==> src/rtl/ram_dump_reader_pkg.sv <==
// Shared definitions for the RAM dump reader: bus constants and FSM encodings.
package ram_dump_reader_pkg;

  localparam int          BUS_DATA_W     = 32;
  localparam logic [1:0]  DATA_SIZE_WORD = 2'b11;
  localparam int          WORD_BYTES     = 4;

  typedef enum logic [2:0] {
    ST_IDLE,
    ST_REQ,
    ST_REL,
    ST_PUSH,
    ST_DONE,
    ST_ERR
  } dump_state_e;

  typedef enum logic [1:0] {
    RP_IDLE,
    RP_REQ,
    RP_REL
  } port_state_e;

endpackage

==> src/rtl/ram_dump_reader_port.sv <==
// RAM read handshake: holds cs/oe through REQ, drops them for one REL cycle,
// and reports either the captured word (rd_ok) or a timeout (rd_timeout).
module ram_read_port
  import ram_dump_reader_pkg::*;
#(
  parameter int TIMEOUT = 64
) (
  input  logic                  clk,
  input  logic                  rst,
  input  logic                  req,
  input  logic                  mem_done,
  input  logic [BUS_DATA_W-1:0] rdata_in,
  output logic                  cs,
  output logic                  oe,
  output logic                  rd_ok,
  output logic                  rd_timeout,
  output logic [BUS_DATA_W-1:0] rdata,
  output logic [1:0]            dbg_state
);

  localparam int TO_W = $clog2(TIMEOUT + 1);

  port_state_e           state_q, state_d;
  logic [TO_W-1:0]       cnt_q, cnt_d;
  logic [BUS_DATA_W-1:0] rdata_q, rdata_d;
  logic                  cs_q, cs_d;

  always_comb begin
    state_d    = state_q;
    cnt_d      = cnt_q;
    rdata_d    = rdata_q;
    rd_ok      = 1'b0;
    rd_timeout = 1'b0;
    case (state_q)
      RP_IDLE: begin
        if (req) begin
          state_d = RP_REQ;
          cnt_d   = '0;
        end
      end
      RP_REQ: begin
        if (mem_done) begin
          rd_ok   = 1'b1;
          rdata_d = rdata_in;
          state_d = RP_REL;
        end else if (cnt_q == TO_W'(TIMEOUT - 1)) begin
          rd_timeout = 1'b1;
          state_d    = RP_IDLE;
        end else begin
          cnt_d = cnt_q + 1'b1;
        end
      end
      RP_REL:  state_d = RP_IDLE;
      default: state_d = RP_IDLE;
    endcase
    // cs/oe come straight from a flop so the RAM never sees an input-driven glitch
    cs_d = (state_d == RP_REQ);
  end

  always_ff @(posedge clk or negedge rst) begin
    if (!rst) begin
      state_q <= RP_IDLE;
      cnt_q   <= '0;
      rdata_q <= '0;
      cs_q    <= 1'b0;
    end else begin
      state_q <= state_d;
      cnt_q   <= cnt_d;
      rdata_q <= rdata_d;
      cs_q    <= cs_d;
    end
  end

  assign cs        = cs_q;
  assign oe        = cs_q;
  assign rdata     = rdata_q;
  assign dbg_state = state_q;

endmodule

==> src/rtl/ram_dump_reader.sv <==
// Reads a contiguous word range out of RAM and streams {addr, word} through a
// valid/ready port while accumulating a 32-bit checksum of accepted words.
module ram_dump_reader
  import ram_dump_reader_pkg::*;
#(
  parameter int ADDR_W  = 32,
  parameter int CNT_W   = 16,
  parameter int TIMEOUT = 64
) (
  input  logic              clk,
  input  logic              rst,
  input  logic              start,
  input  logic [ADDR_W-1:0] base_addr,
  input  logic [CNT_W-1:0]  word_count,
  output logic [ADDR_W-1:0] address,
  output logic [31:0]       data_input,
  input  logic [31:0]       data_output,
  input  logic              mem_done,
  output logic              cs,
  output logic              we,
  output logic              oe,
  output logic [1:0]        data_size,
  output logic [31:0]       dout,
  output logic [ADDR_W-1:0] dout_addr,
  output logic              dout_valid,
  input  logic              dout_ready,
  output logic              busy,
  output logic              finished,
  output logic              error,
  output logic [31:0]       checksum
);

  // Stream handshake: a beat transfers on a rising clk edge where dout_valid
  // and dout_ready are both high; dout/dout_addr hold steady while valid is
  // high, and valid never drops before the transfer.

  dump_state_e       state_q, state_d;
  logic [ADDR_W-1:0] ptr_q, ptr_d;
  logic [CNT_W-1:0]  rem_q, rem_d;
  logic [ADDR_W-1:0] dout_addr_q, dout_addr_d;
  logic [31:0]       sum_q, sum_d;
  logic              dout_valid_q, dout_valid_d;
  logic              busy_q, busy_d;
  logic              finished_q, finished_d;
  logic              error_q, error_d;

  logic              req;
  logic              rd_ok;
  logic              rd_timeout;
  logic [31:0]       rd_data;
  logic [1:0]        port_state_unused;
  logic              unused_base_bits;

  // The port's capture register doubles as the stream data register: it is
  // only reloaded on the next access, which starts after the handshake.
  ram_read_port #(.TIMEOUT(TIMEOUT)) u_port (
    .clk        (clk),
    .rst        (rst),
    .req        (req),
    .mem_done   (mem_done),
    .rdata_in   (data_output),
    .cs         (cs),
    .oe         (oe),
    .rd_ok      (rd_ok),
    .rd_timeout (rd_timeout),
    .rdata      (rd_data),
    .dbg_state  (port_state_unused)
  );

  always_comb begin
    state_d     = state_q;
    ptr_d       = ptr_q;
    rem_d       = rem_q;
    dout_addr_d = dout_addr_q;
    sum_d       = sum_q;
    req         = 1'b0;
    case (state_q)
      ST_IDLE, ST_DONE, ST_ERR: begin
        if (start) begin
          ptr_d = {base_addr[ADDR_W-1:2], 2'b00};
          rem_d = word_count;
          sum_d = '0;
          if (word_count == '0) begin
            state_d = ST_DONE;
          end else begin
            state_d = ST_REQ;
            req     = 1'b1;
          end
        end
      end
      ST_REQ: begin
        if (rd_ok) begin
          dout_addr_d = ptr_q;
          state_d     = ST_REL;
        end else if (rd_timeout) begin
          state_d = ST_ERR;
        end
      end
      ST_REL: state_d = ST_PUSH;
      ST_PUSH: begin
        if (dout_ready) begin
          sum_d = sum_q + rd_data;
          ptr_d = ptr_q + ADDR_W'(WORD_BYTES);
          rem_d = rem_q - 1'b1;
          if (rem_q == CNT_W'(1)) begin
            state_d = ST_DONE;
          end else begin
            state_d = ST_REQ;
            req     = 1'b1;
          end
        end
      end
      default: state_d = ST_IDLE;
    endcase
    dout_valid_d = (state_d == ST_PUSH);
    busy_d       = (state_d == ST_REQ) || (state_d == ST_REL) || (state_d == ST_PUSH);
    finished_d   = (state_d == ST_DONE);
    error_d      = (state_d == ST_ERR);
  end

  always_ff @(posedge clk or negedge rst) begin
    if (!rst) begin
      state_q      <= ST_IDLE;
      ptr_q        <= '0;
      rem_q        <= '0;
      dout_addr_q  <= '0;
      sum_q        <= '0;
      dout_valid_q <= 1'b0;
      busy_q       <= 1'b0;
      finished_q   <= 1'b0;
      error_q      <= 1'b0;
    end else begin
      state_q      <= state_d;
      ptr_q        <= ptr_d;
      rem_q        <= rem_d;
      dout_addr_q  <= dout_addr_d;
      sum_q        <= sum_d;
      dout_valid_q <= dout_valid_d;
      busy_q       <= busy_d;
      finished_q   <= finished_d;
      error_q      <= error_d;
    end
  end

  // Byte-offset bits of base_addr are deliberately discarded.
  assign unused_base_bits = ^{base_addr[1:0], port_state_unused};

  assign address    = ptr_q;
  assign data_input = '0;
  assign we         = 1'b0;
  assign data_size  = DATA_SIZE_WORD;
  assign dout       = rd_data;
  assign dout_addr  = dout_addr_q;
  assign dout_valid = dout_valid_q;
  assign busy       = busy_q;
  assign finished   = finished_q;
  assign error      = error_q;
  assign checksum   = sum_q;

endmodule

==> config.mk <==
export PLATFORM = sky130hd
export DESIGN_NAME = ram_dump_reader
export DESIGN_NICKNAME = d
export VERILOG_FILES = /design/src/rtl/ram_dump_reader_pkg.sv /design/src/rtl/ram_dump_reader_port.sv /design/src/rtl/ram_dump_reader.sv
export SDC_FILE = /design/constraint.sdc
export NUM_CORES = 1
export LEC_CHECK = 0
export CAP_MARGIN = 20
export CORE_MARGIN = 5
export CORE_UTILIZATION = 44
export DETAILED_ROUTE_END_ITERATION = 10
export GPL_TIMING_DRIVEN = 0
export PLACE_DENSITY = 0.74
export SETUP_SLACK_MARGIN = 0.02
export SYNTH_ARGS = -nofsm -noshare
export SYNTH_HDL_FRONTEND = slang
export SYNTH_HIERARCHICAL = 1
export SYNTH_SLANG_ARGS = --single-unit
export TNS_END_PERCENT = 30
==> constraint.sdc <==
create_clock -name clk -period 2.5 [get_ports clk]
set_input_delay 0.375 -clock clk [delete_from_list [all_inputs] [get_ports clk]]
set_output_delay 0.375 -clock clk [all_outputs]
set_load 0.05 [all_outputs]
# Yosys cells after proc, flatten, opt, wreduce, memory -nomap -nowiden
# Index checks and enable logic that the tools add are counted.
dict set report op_classes {
  add_sub_neg 4
  n_eq_ne 19
  mux 34
  n_reduce_logical 12
}
# cell n
set ops {}
lappend ops {{two-way mux 32 bit} 4}
lappend ops {{case mux 32 bit (2 select lines)} 2}
lappend ops {{adder 32 x 3 -> 32 bit, second input constant} 1}
lappend ops {{adder 32 bit} 1}
lappend ops {{two-way mux 16 bit} 2}
lappend ops {{case mux 16 bit (2 select lines)} 1}
lappend ops {{two-way mux 7 bit} 3}
lappend ops {{two-way mux 3 bit} 6}
lappend ops {{equality test 16 x 1 -> 1 bit, second input constant} 1}
lappend ops {{zero test 16 bit} 1}
lappend ops {{subtractor 16 x 1 -> 16 bit, second input constant} 1}
lappend ops {{case mux 7 bit (2 select lines)} 1}
lappend ops {{equality test 3 x 2 -> 1 bit, second input constant} 4}
lappend ops {{equality test 3 bit, second input constant} 4}
lappend ops {{case mux 3 bit (4 select lines)} 1}
lappend ops {{inequality test 2 bit, second input constant} 5}
lappend ops {{two-way mux 1 bit} 9}
lappend ops {{adder 7 x 1 -> 7 bit, second input constant} 1}
lappend ops {{equality test 7 x 6 -> 1 bit, second input constant} 1}
lappend ops {{equality test 3 x 1 -> 1 bit, second input constant} 2}
lappend ops {{two-way mux 2 bit} 3}
lappend ops {{equality test 2 x 1 -> 1 bit, second input constant} 2}
lappend ops {{case mux 2 bit (2 select lines)} 1}
lappend ops {{AND reduction 2 bit} 2}
lappend ops {{8 further kinds} 10}
dict set report word_totals {
  register_bits 161
  inputBits 85
  out_inout_bits 169
  elab_cells 82
}

# Logic depth before layout (Yosys ltp)
dict set report depth {
  depth_word 10
  depth_mapped 10
  depth_no_buf 10
}

# Hierarchy
# Netlist, hierarchy kept.
# module n_inst cells_each area_per_inst_um2 seq_area_each_um2
set by_module_without_submodules {}
lappend by_module_without_submodules {ram_dump_reader 1 855 7393.3 2877.8}
lappend by_module_without_submodules {ram_read_port 1 121 1699.1 1051.0}

# Least setup slack after synthesis
# Ideal clock, no wire load.
dict set report synth_timing {
  kind {register to register}
  from {register u_port.rdata_q[0] (netlist: u_port/rdata[0])}
  to {register sum_q[24] (netlist: checksum[24])}
  setup_ps 133
  t_arrival_ps 2838
  required_ps 2367
  path_slack_ps -471
  stages_incl_launch_ff 11
  n_path_buf 0
  synth_period_minus_slack_ps 2971
  path_cell_list {dfrtp_1 > ha_1 > fa_1 > a211oi_1 > o211ai_1 > a31o_2 > a21oi_1 > o41ai_1 > a21boi_0 > xor2_1 > o21ai_0}
}
dict set report synth_via {
  elab_chain_cells 3
}
# item line
set synth_rtl {}
lappend synth_rtl {{from (decl)} ram_dump_reader_port.sv:25} ;# logic [BUS_DATA_W-1:0] rdata_q, rdata_d;
lappend synth_rtl {{from (signal assigned)} ram_dump_reader_port.sv:69} ;# rdata_q <= rdata_d;
lappend synth_rtl {{adder 32 bit} ram_dump_reader.sv:102} ;# sum_d = sum_q + rd_data;
lappend synth_rtl {{two-way mux 32 bit} ram_dump_reader.sv:101} ;# if (dout_ready) begin
lappend synth_rtl {{case mux 32 bit (2 select lines)} ram_dump_reader.sv:77} ;# case (state_q)
lappend synth_rtl {{to (signal assigned)} ram_dump_reader.sv:137} ;# sum_q <= sum_d;
lappend synth_rtl {{to (decl)} ram_dump_reader.sv:41} ;# logic [31:0] sum_q, sum_d;
# Every way passes these cells. The select of a mux whose other input is x is not followed.
# A chain may end at the register's enable or synchronous reset.

# Worst setup path after layout
dict set report layout_timing {
  from {register sum_q[0] (netlist: checksum[0])}
  to {register sum_q[24] (netlist: checksum[24])}
}
dict set report layout_via {
  elab_chain_cells 3
}
# item line
set layout_rtl {}
lappend layout_rtl {{adder 32 bit} ram_dump_reader.sv:102}
lappend layout_rtl {{two-way mux 32 bit} ram_dump_reader.sv:101}
lappend layout_rtl {{case mux 32 bit (2 select lines)} ram_dump_reader.sv:77}
# Every way passes these cells. The select of a mux whose other input is x is not followed.

==> key figures <==
STA
  • Final setup vio count: 2
  • Final Critical Period: 2.57 ns
  • Hold Vio Cnt, Final: 0
  • Fin. max-slew vios: 0
  • Hold_ws: 0.471 ns
  • Final Cycle Share: 103%
  • Setup ws final: -0.0728 ns
  • Setup TNS: -0.118 ns
  • RSZ-0062 raised after global routing: yes
  • Clk_skew: 0.0126 ns
  • Maximum clock rate: 389 MHz
  • Slew @ Worst Pin: 0.762 ns
  • Slew margin rel.: 47.9%

Job
  • Max-Cap Viols: 0

Clock network
  • CTS clk-pin slew, worst paths: 0.07 ns
  • Clock tree buffer depth: 2
  • Clk_lat worst skew: 0.43 ns
  • TritonCTS Buffers: 17
  • H-tree Lvls: 4
  • CTS tree: yes
  • CTS root buffer: clkbuf_16
  • # clock sinks: 157

Synthesis
  • Yosys cell types: 68
  • Synthesized cell area: 9090 um2
  • Cells after synthesis: 976
  • Synthesis warning total: 6
  • Area share of the largest cell type after synthesis: 43.2%
  • Ranking of synthesized cells by area: dfrtp_1, mux2_2, nand2_1, ha_1, o21ai_0
  • Commonest cells in the netlist: dfrtp_1, nand2_1, o21ai_0, a21oi_1
  • Yosys top cell by area: dfrtp_1
  • Asr flop ratio synth: 100%
  • Sequential fraction of the synthesis area: 43.2%
  • Most common cell in the netlist: dfrtp_1
  • Most used DFF post-synth: dfrtp_1
  • Synthesis-stage register bit count: 157
  • Avg Inst Size Synth: 9.32 um2
  • Number of synthesized flops with an enable pin: 0

Worst setup path
  • Delay-heaviest family, CP: compound AO/OA/AOI/OAI gates
  • Critical-path cell list: ha_4 > fa_2 > a211oi_4 > o211ai_1 > a31o_2 > a21oi_4 > o41ai_4 > a21boi_1 > xor2_1 > o21ai_1
  • Max incr delay on CP: 0.43 ns
  • R2r endpoint: checksum[24]$_DFFE_PN0P_
  • Setup crit end: checksum[24]$_DFFE_PN0P_
  • Critical Setup Path Class: register to register
  • CP Launch Point: checksum[0]$_DFFE_PN0P_
  • Worst r2r path cells: 10
  • Critical Path RT: 2.79 ns
  • Buffers & Inverters on Critical Path: 0
  • Crit path max fanout: 3
  • R2R Path Start: checksum[0]$_DFFE_PN0P_
  • CP max stage cell: dfrtp_2
  • Crit. path cell count: 10
  • CP startpoint kind: register
  • Worst setup EP type: register
  • Worst EP arrival: 2.86 ns
  • Register-to-register setup slack: -0.07 ns

Floorplanning
  • Die Span X: 154 um
  • Initial core utilization: 44.8%
  • Ports: 254
  • Core area: 20300 um2
  • Site Rows: 52
  • Die area: 23600 um2
  • DIE HEIGHT: 154 um

Routing
  • DRC Markers: 0
  • Drt first pass iters: 5
  • Avg Vias per Cell: 5.53
  • Final ANT Viol Nets: 0
  • WL final: 28.1 mm
  • WL per Instance: 18.2 um
  • Initial DRC Count: 630
  • Vias: 8526

Global route
  • GRT overflow: 0
  • Pin count of the biggest net entering global routing: 93
  • Vias in the first global route: 8221
  • Global-route wire length before repair: 43.9 mm
  • Initial antenna violation count: 1
  • GRT Total Usage: 22.7%

Finish
  • Fillers: 1730
  • Fin area: 12900 um2
  • Final nets: 1378
  • Area delta synth->final: 42.1%
  • Share of cells above drive strength 1: 19.9%

Power and ir drop
  • Pwr Total: 0.0213 W
  • Peak VDD IR: 0.768 mV
  • P_leak: 5.54 nW
  • Pwr per Cell Area: 1650 nW/um2

Placed design
  • GPL Wtd Cong: 0.902
  • Placed Area: 11800 um2
  • Placed wire-length estimate: 20.0 mm
  • I/O Buffers: 212
  • Dpl ws: -0.404 ns

Outcome
  • Status: finished with violations
  • Failing checks: setup timing

Hold path
  • Hold/Removal Path Class: input port to async pin
[cells in the final DEF (no fill, tap or decap), drive strengths merged, types with 5 or more instances in the layout]
cell type        n
o21ai           87
ha              35
inv             28
and3            10
nand2          120
xnor2           14
nor3            13
nor4             6
buf             78
o21bai           7
nand3           33
mux2            63
dfrtp          157
a211oi           6
mux2i           12
a22oi            6
a21o            16
xor2            12
a31oi            7
o211ai           7
a32oi           18
and2             6
nor2            63
conb            39
clkdlybuf4s50  211
a21oi           81
clkbuf          49
nand4           16
o22ai            9
and4             5
[power breakdown]
| group | leakage (nW) | internal, W | switching, W |
|---|---|---|---|
| combinational | 3.32 | 0.00501 | 0.00843 |
| sequential | 1.92 | 0.00376 | 0.00124 |
| clock | 0.297 | 0.00169 | 0.00115 |
| total | 5.54 | 0.0105 | 0.0108 |
[flip-flops by register name, indices dropped and copies added (netlist names)]
name / flops
address: 30
busy: 1
checksum: 32
dout_addr: 30
dout_valid: 1
error: 1
finished: 1
rem_q: 16
state_q: 3
u_port/cnt_q: 7
u_port/cs: 1
u_port/dbg_state: 2
u_port/rdata: 32
[layout make-up]
| cell class | instances | area (um2) | share of cell area [%] |
|---|---|---|---|
| tap | 270 | 338 | 2.62 |
| sequential | 157 | 3950 | 30.6 |
| timing repair buffer | 239 | 2350 | 18.2 |
| buffer | 83 | 490 | 3.80 |
| antenna | 2 | 5.00 | 0.0387 |
| multi-input combinational | 735 | 5060 | 39.1 |
| inverter | 24 | 90.1 | 0.697 |
| clock inverter | 15 | 211 | 1.64 |
| clock buffer | 17 | 425 | 3.29 |
[logic make-up (layout without fill, tap and decap cells)]
family | Yosys count | count (layout) | synth area share (%)
AOI/OAI and AO/OA | 273 | 273 | 18.7
xor gates and xnor gates | 26 | 26 | 2.50
adders and majority gates | 36 | 36 | 5.04
buffers and inverters | 121 | 378 | 6.84
DFF | 157 | 157 | 43.2
muxes | 75 | 75 | 9.12
other | 2 | 41 | 0.0826
and+or+nand+nor | 286 | 286 | 14.5
[worst min path at each step]
stage / startpoint / endpoint / slack (ns) / depth (start not counted)
final: rst / u_port/rdata[4]$_DFFE_PN0P_ / 0.47 / 2
after global routing: dout_addr[26]$_DFFE_PN0P_ / dout_addr[26]$_DFFE_PN0P_ / 0.52 / 1
after CTS: rst / u_port/rdata[4]$_DFFE_PN0P_ / 0.50 / 2
after detailed placement: rst / u_port/rdata[4]$_DFFE_PN0P_ / 0.37 / 1
after global placement: dout_addr[7]$_DFFE_PN0P_ / dout_addr[7]$_DFFE_PN0P_ / 0.47 / 1
after floorplan: rst / address[10]$_DFFE_PN0P_ / 0.08 / 0
[worst reg2reg max path, cell delays in order (launching register included)]
cell      delay, ns
dfrtp_2        0.43
ha_4           0.17
fa_2           0.37
a211oi_4       0.25
o211ai_1       0.16
a31o_2         0.30
a21oi_4        0.21
o41ai_4        0.10
a21boi_1       0.18
xor2_1         0.18
o21ai_1        0.09
[through the flow]
stage	cells	util, %
2_1_floorplan	1013	-
3_3_place_gp	1495	57.8
3_5_place_dp	1497	58.0
4_1_cts	1535	62.1
5_1_grt	1541	63.6
6_report	1542	63.6
[metal layers]
| metal | vias up | share of wire (%) | wire [um] | global-route usage [%] |
|---|---|---|---|---|
| li1 | 4006 | - | - | - |
| met1 | 4155 | 43 | 12000 | 31.1 |
| met2 | 332 | 49 | 13800 | 36.9 |
| met3 | 33 | 6.6 | 1860 | 4.05 |
| met4 | 0 | 1.7 | 489 | 6.90 |
| met5 | - | 0 | 0 | 0 |
[what timing repair did]
action,CTS,global route
resized for setup,25,58
endpoints found under the setup margin,58,90
buffers inserted,13,11
hold buffers,1,0
pin swaps,17,29
endpoints found under the hold margin,65,0
(Power assumes the default switching activity.)
